==> config.mk <==
export PLATFORM = sky130hd
export DESIGN_NAME = delay_line_meas
export DESIGN_NICKNAME = d
export VERILOG_FILES = /design/src/rtl/delay_line_meas.sv
export SDC_FILE = /design/constraint.sdc
export NUM_CORES = 1
export LEC_CHECK = 0
export CORE_UTILIZATION = 25
export CTS_BUF_LIST = sky130_fd_sc_hd__clkbuf_4
export DETAILED_ROUTE_END_ITERATION = 6
export HOLD_SLACK_MARGIN = 0.15
export SLEW_MARGIN = 20
export SYNTH_ARGS = -nofsm -noshare
export SYNTH_HDL_FRONTEND = slang
export SYNTH_SLANG_ARGS = --single-unit
==> constraint.sdc <==
create_clock -name clk -period 2.4 [get_ports clk]
set_input_delay 0.72 -clock clk [delete_from_list [all_inputs] [get_ports clk]]
set_output_delay 0.72 -clock clk [all_outputs]
set_load 0.05 [all_outputs]
==> src/rtl/delay_line_meas.sv <==
// Purpose: launch 2-phase events into an asynchronous delay chain and time each return in clock cycles.
// Latency: each run takes (return delay + SYNC_STAGES + 1) + GAP + 1 cycles; the result follows the last run by one cycle.
// Backpressure: none. start is ignored while busy and refused with timeout=1 if the line has not settled.
module delay_line_meas #(
  parameter int CNT_W       = 16,
  parameter int RUNS_LOG2   = 2,
  parameter int TIMEOUT     = 1023,
  parameter int GAP         = 4,
  parameter int SYNC_STAGES = 2
) (
  input  logic             clk,
  input  logic             rst,
  input  logic             start,
  output logic             launch_r,
  input  logic             return_r,
  output logic             busy,
  output logic             done,
  output logic             timeout,
  output logic [CNT_W-1:0] cycles
);

  localparam int SUM_W = CNT_W + RUNS_LOG2;
  localparam int RUN_W = RUNS_LOG2 + 1;
  localparam int RUNS  = 1 << RUNS_LOG2;
  localparam int GAP_W = (GAP > 1) ? $clog2(GAP) : 1;

  typedef enum logic [2:0] {
    S_IDLE,
    S_LAUNCH,
    S_WAIT,
    S_SETTLE,
    S_DONE,
    S_ABORT
  } state_t;

  state_t                 state_q, state_d;
  logic                   launch_q, launch_d;
  logic                   busy_q, busy_d;
  logic                   done_q, done_d;
  logic                   timeout_q, timeout_d;
  logic [CNT_W-1:0]       cycles_q, cycles_d;
  logic [CNT_W-1:0]       cnt_q, cnt_d;
  logic [SUM_W-1:0]       sum_q, sum_d;
  logic [RUN_W-1:0]       run_q, run_d;
  logic [GAP_W-1:0]       gap_q, gap_d;
  logic [SYNC_STAGES-1:0] sync_q;

  logic ret_s;
  logic settled;

  // The chain's return is a level that changes at an arbitrary time; only the last flop is trusted.
  assign ret_s   = sync_q[SYNC_STAGES-1];
  assign settled = (ret_s == launch_q);

  // Synchronizer for the asynchronous return request; bit 0 is the first flop.
  always_ff @(posedge clk) begin
    if (rst) begin
      sync_q <= '0;
    end else begin
      sync_q <= {sync_q[SYNC_STAGES-2:0], return_r};
    end
  end

  // Next-state and output decode; done is a pulse, every other output holds unless updated.
  always_comb begin
    state_d   = state_q;
    launch_d  = launch_q;
    busy_d    = busy_q;
    done_d    = 1'b0;
    timeout_d = timeout_q;
    cycles_d  = cycles_q;
    cnt_d     = cnt_q;
    sum_d     = sum_q;
    run_d     = run_q;
    gap_d     = gap_q;
    case (state_q)
      S_IDLE: begin
        if (start) begin
          if (settled) begin
            sum_d   = '0;
            run_d   = '0;
            busy_d  = 1'b1;
            state_d = S_LAUNCH;
          end else begin
            // A stray extra toggle left the line unbalanced: refuse rather than mis-measure.
            done_d    = 1'b1;
            timeout_d = 1'b1;
            cycles_d  = '1;
          end
        end
      end
      S_LAUNCH: begin
        launch_d = ~launch_q;
        cnt_d    = '0;
        state_d  = S_WAIT;
      end
      S_WAIT: begin
        if (settled) begin
          // The matching edge itself is counted, so a run is cnt+1 edges long.
          sum_d   = sum_q + SUM_W'(cnt_q) + SUM_W'(1);
          run_d   = run_q + RUN_W'(1);
          gap_d   = '0;
          state_d = S_SETTLE;
        end else if (cnt_q == CNT_W'(TIMEOUT)) begin
          state_d = S_ABORT;
        end else begin
          cnt_d = cnt_q + CNT_W'(1);
        end
      end
      S_SETTLE: begin
        if (gap_q == GAP_W'(GAP - 1)) begin
          state_d = (run_q == RUN_W'(RUNS)) ? S_DONE : S_LAUNCH;
        end else begin
          gap_d = gap_q + GAP_W'(1);
        end
      end
      S_DONE: begin
        cycles_d  = CNT_W'(sum_q >> RUNS_LOG2);
        done_d    = 1'b1;
        timeout_d = 1'b0;
        busy_d    = 1'b0;
        state_d   = S_IDLE;
      end
      S_ABORT: begin
        // launch_r keeps its level so a late return can still settle the line.
        cycles_d  = '1;
        done_d    = 1'b1;
        timeout_d = 1'b1;
        busy_d    = 1'b0;
        state_d   = S_IDLE;
      end
      default: begin
        state_d = S_IDLE;
      end
    endcase
  end

  // State and datapath registers; reset aborts any measurement silently.
  always_ff @(posedge clk) begin
    if (rst) begin
      state_q   <= S_IDLE;
      launch_q  <= 1'b0;
      busy_q    <= 1'b0;
      done_q    <= 1'b0;
      timeout_q <= 1'b0;
      cycles_q  <= '0;
      cnt_q     <= '0;
      sum_q     <= '0;
      run_q     <= '0;
      gap_q     <= '0;
    end else begin
      state_q   <= state_d;
      launch_q  <= launch_d;
      busy_q    <= busy_d;
      done_q    <= done_d;
      timeout_q <= timeout_d;
      cycles_q  <= cycles_d;
      cnt_q     <= cnt_d;
      sum_q     <= sum_d;
      run_q     <= run_d;
      gap_q     <= gap_d;
    end
  end

  assign launch_r = launch_q;
  assign busy     = busy_q;
  assign done     = done_q;
  assign timeout  = timeout_q;
  assign cycles   = cycles_q;

endmodule

* Word level (Yosys, flattened, before mapping) *
Cells that the tools add are included.

word-level totals
  bits in registers = 64
  output and inout bits = 20
  logic and storage cells = 81

cells by class
  add/sub/neg operators = 5
  equality and inequality tests = 18
  multiplexer cells = 33
  bitwise logic cells = 1
  reductions and logical operators = 13

operators with widths
  kind                                                    number
  two-way mux 16 bit                                      4
  two-way mux 18 bit                                      3
  case mux 16 bit (3 select lines)                        1
  case mux 18 bit (2 select lines)                        1
  case mux 16 bit (2 select lines)                        1
  two-way mux 3 bit                                       9
  adder 18 x 1 -> 18 bit (second input constant)          1
  adder 18 x 16 -> 18 bit                                 1
  adder 16 x 1 -> 16 bit (second input constant)          1
  equality test 16 x 10 -> 1 bit (second input constant)  1
  inequality test 2 bit (second input constant)           8
  case mux 3 bit (4 select lines)                         1
  AND reduction 3 bit                                     4
  equality test 3 bit (second input constant)             3
  AND reduction 4 bit                                     2
  nonzero test 2 bit                                      4
  equality test 3 x 2 -> 1 bit (second input constant)    2
  two-way mux 1 bit                                       6
  case mux 3 bit (2 select lines)                         1
  two-way mux 2 bit                                       2
  case mux 1 bit (2 select lines)                         2
  case mux 2 bit (2 select lines)                         1
  adder 3 x 1 -> 3 bit (second input constant)            1
  equality test 3 x 1 -> 1 bit (second input constant)    1
  9 further kinds                                         9

* Longest topological paths before layout *
  word-level depth = 4
  depth in mapped cells = 10
  gate-level depth less buffers = 10

* Worst setup path after synthesis *
Ideal clock, no wire load.

  kind = register -> register
  from = reg cnt_q[0]
  to = reg sum_q[12]
  arrival = 2.137 ns
  setup slack = 0.162 ns
  stages on the path, launching flop included = 11
  period minus slack after synthesis = 2.238 ns
  cell sequence = dfxtp_1 -> inv_1 -> ha_1 -> inv_1 -> fa_1 -> a211oi_1 -> nor2_1 -> a21oi_1 -> and2_1 -> nor2_1 -> o41ai_1

between the ends
  word-level cells in the longest chain between the ends = 4

RTL lines
  item                              RTL line  RTL
  from (decl)                       42        logic [CNT_W-1:0] cnt_q, cnt_d;
  from (signal assigned)            158       cnt_q <= cnt_d;
  adder 18 x 16 -> 18 bit           100       sum_d = sum_q + SUM_W'(cnt_q) + SUM_W'(1);
  adder 18 x 1 -> 18 bit            100
  two-way mux 18 bit                98        if (settled) begin
  case mux 18 bit (2 select lines)  76        case (state_q)
  to (signal assigned)              159       sum_q <= sum_d;
  to (decl)                         43        logic [SUM_W-1:0] sum_q, sum_d;

Every way passes these cells. The select of a mux whose other input is x is not followed.
A chain may end at the register's enable or synchronous reset.

* Worst setup path in the final report *
  from = reg cycles_q[11], in the netlist cycles[11]
  to = out cycles[11]

RTL lines
  item                    RTL line  RTL
  from (decl)             41        logic [CNT_W-1:0] cycles_q, cycles_d;
  from (signal assigned)  157       cycles_q <= cycles_d;
  to (decl)               19        output logic [CNT_W-1:0] cycles

No word-level cell between the ends.

==> flow_summary.toml <==
[cts]
path_clk_slew_ns = 0.11
cts_buffers = 9
post_cts_buffers = 0
cts_buffer_depth = 2
cts_tree = "built"
cts_root_buffer = "clkbuf_4"
cts_sinks = 64
htreeDepth = 3
clk_latency_ns = 0.42

[final_layout]
layout-drive-gt1-share = 0.122
insertedDiodeCount = 0
final_nets = 473
nFillCells = 1456
syn_to_final_growth_pct = 18.4
regArea_um2 = 1280
multi_input_area_um2 = 2030
fin_area_um2 = 4030

[die]
core_um2 = 13200
start_util = 0.257
die_x_um = 119
dieHeight_um = 119
io_pins = 24
rows = 42
fp.dieArea_um2 = 14100

[grt]
grt_usage = 0.122
overflow = 0
grt_pass1_wl_mm = 13.8
antenna_found_initial = 0
first_global_vias = 3010
grt_start_max_net_pins = 25

[worst_setup_path]
critical_path_arrival_ns = 1.59
crit_slowest_cell = "clkdlybuf4s50_1"
path_cells = "clkdlybuf4s50_1"
crit_required_ns = 1.68
worst-path-buf-inv = 1
worstPathMaxFanout = 2
path_class = "reg2out"
cp-start-kind = "flip-flop"
cp-end-kind = "output pin"
cp_slowest_stage_delay_ns = 0.83
crit_family = "buffers and inverters"

[place]
hpwlAfterDp_mm = 6.25
io_buffer_count = 23
dpl_cell_area_um2 = 3920
gp_congestion = 0.872

[timing]
tns_ns = 0
relSlewSlack = 0.612
rsz0062_at_grt = "no"
fin_crit_ns = 2.31
clock.fmax_mhz = 432
finalCritPeriodShare = 0.963
worst_pin_slew_ns = 0.577
finalHoldViolCount = 0
fin_worst_skew_ns = 0.0193
setup_viol = 0
drv_slew = 0

[pwr]
p_leak_nw = 1.52
p_sw_frac = 0.387
p_total_mw = 2.76
p_int_mw = 1.69
clkPwrFrac = 0.224
pwr-share-comb = 0.330
pwr-share-seq = 0.447
power.switching_mw = 1.07
powerDensity_nw_per_um2 = 685
vdd_ir_drop_max_uv = 181

[yosys]
synth_top_flop_cell = "dfxtp_1"
synth_fp_nets = 438
synthesis.area_um2 = 3410
synth_seq_cells = 64
syn_area_per_cell_um2 = 8.25
netlist_instances = 413
ys_warn_count = 0
synth-edff-count = 0
ys_seq_area_frac = 0.376
async_flop_share = 0
synth.distinct_cells = 64

[min_path]
hp-class = "reg2reg"

[route]
detail-route-antenna-nets = 0
wl_per_cell_um = 13.4
wl_mm = 8.40
drt_first_pass_iters = 4
num_vias = 3066
drcViolationCount = 0
avgViaCountPerCell = 4.88
drt_iter0_markers = 259

[run_status]
status = "complete, no violations"

[job]
maxCapViolations = 0
## path summary, 6_finish.rpt
path                    from          to  slack (ns)  cells after the start
setup / recovery  cycles[11]  cycles[11]        0.09                      1
setup reg to reg    cnt_q[0]   sum_q[16]        0.17                     11
hold reg to reg    sync_q[0]   sync_q[1]        0.45                      1
hold / removal     sync_q[0]   sync_q[1]        0.45                      1
## cell usage in the layout, fill, tap and decap left out, types with 2 or more instances in the layout
master           netlist  layout
a211oi_1               5       4
a21o_1                 2       2
a21oi_1               24      23
a221oi_1               2       2
a22oi_1                5       5
a31oi_1                6       6
and2_1                 3       3
and2b_2                2       2
and3_1                 2       2
and3_2                 2       2
buf_12                 0       2
buf_4                  0      13
clkbuf_4               0      11
clkdlybuf4s50_1        0      22
clkinv_2               0       3
dfxtp_1               64      64
ha_1                  20      20
inv_1                  9       9
nand2_1               33      33
nand2b_1               2       2
nand3_1               11      11
nand4_1                2       2
nor2_1                77      77
nor2_2                 2       2
nor2b_1                5       5
nor3_1                28      28
nor3b_1                3       3
nor4_1                 2       2
nor4b_1                3       3
o211ai_1               3       3
o21a_1                 5       5
o21ai_0               20      20
o31a_1                 2       2
or2_2                  2       2
xnor2_1               16      16
xor2_1                 9       9
## Yosys cell counts (2+ instances only)
| cell type | number | area [µm²] |
|---|---|---|
| or2_2 | 2 | 12.5 |
| and2_1 | 3 | 18.8 |
| nor4b_1 | 3 | 26.3 |
| nor4_1 | 2 | 12.5 |
| buf_2 | 2 | 10.0 |
| and2b_2 | 2 | 17.5 |
| o21a_1 | 5 | 37.5 |
| clkbuf_1 | 7 | 26.3 |
| buf_6 | 2 | 22.5 |
| inv_1 | 9 | 33.8 |
| and3_2 | 2 | 15.0 |
| nand3_1 | 11 | 55.1 |
| and3_1 | 2 | 12.5 |
| a21o_1 | 2 | 15.0 |
| buf_1 | 2 | 7.51 |
| nor3_1 | 28 | 140 |
| o21ai_0 | 20 | 100 |
| nor2_1 | 77 | 289 |
| o31a_1 | 2 | 17.5 |
| a211oi_1 | 5 | 37.5 |
| dfxtp_1 | 64 | 1280 |
| a221oi_1 | 2 | 17.5 |
| nor2b_1 | 5 | 31.3 |
| o211ai_1 | 3 | 22.5 |
| ha_1 | 20 | 250 |
| nor3b_1 | 3 | 22.5 |
| a22oi_1 | 5 | 37.5 |
| nor2_2 | 2 | 12.5 |
| nand2b_1 | 2 | 12.5 |
| a31oi_1 | 6 | 37.5 |
| a21oi_1 | 24 | 120 |
| xnor2_1 | 16 | 140 |
| nand2_1 | 33 | 124 |
| nand4_1 | 2 | 12.5 |
| xor2_1 | 9 | 78.8 |
## through the flow
stage	util	instances	hold WS, ns	setup slack [ns]
2_1_floorplan	-	413	0.414	0.162
3_3_place_gp	0.296	613	0.417	0.113
3_5_place_dp	0.296	613	0.427	0.0660
4_1_cts	0.304	628	0.455	0.0400
5_1_grt	0.305	628	0.470	0.0110
6_report	0.305	628	0.447	0.0877
## logic make-up (layout without fill, tap and decap cells)
kind of cell / after synthesis / in the layout / synth area share
buf+inv: 23 / 62 / 0.0305
compound gates: 89 / 89 / 0.173
xor+xnor: 26 / 26 / 0.0691
fa+ha+maj: 21 / 21 / 0.0794
simple gates: 189 / 189 / 0.269
mux: 1 / 1 / 0.00331
flops: 64 / 64 / 0.376
## power groups by stage
stage / logic, mW / registers [mW] / clock network, mW
final: 0.911 / 1.23 / 0.618
after global routing: 0.981 / 1.25 / 0.681
after CTS: 0.917 / 1.23 / 0.643
after detailed placement: 0.914 / 1.26 / 0
after global placement: 0.907 / 1.25 / 0
after floorplan: 0.371 / 1.50 / 0
## flip-flops by register name, indices dropped and copies added, names as in the netlist
| name | count |
|---|---|
| busy | 1 |
| cnt_q | 16 |
| cycles | 16 |
| done | 1 |
| gap_q | 2 |
| launch_r | 1 |
| run_q | 3 |
| state_q | 3 |
| sum_q | 18 |
| sync_q | 2 |
| timeout | 1 |
## cell type report
type,count,share of cell area
clock buffers,11,0.0205
clock inverters,4,0.00558
inverters,10,0.00931
multi-input cells,326,0.504
flip-flops and latches,64,0.318
well taps,176,0.0546
repair buffers,37,0.0887
## repair_timing
item / CTS / global route
gates resized for setup: 0 / 3
endpoints found under the setup margin: 0 / 4
hold endpoints to repair: 0 / 0
hold buffers: 0 / 0
## routing by layer
layer | vias up | part of all wire | routed length, µm | global-route usage
met2 | 63 | 0.47 | 3990 | 0.205
met3 | 22 | 0.045 | 381 | 0.0391
met5 | - | 0 | 0 | 0
met4 | 0 | 0.018 | 153 | 0.0435
met1 | 1451 | 0.46 | 3870 | 0.145
li1 | 1530 | - | - | -
Power figures use the tool's default switching activity.
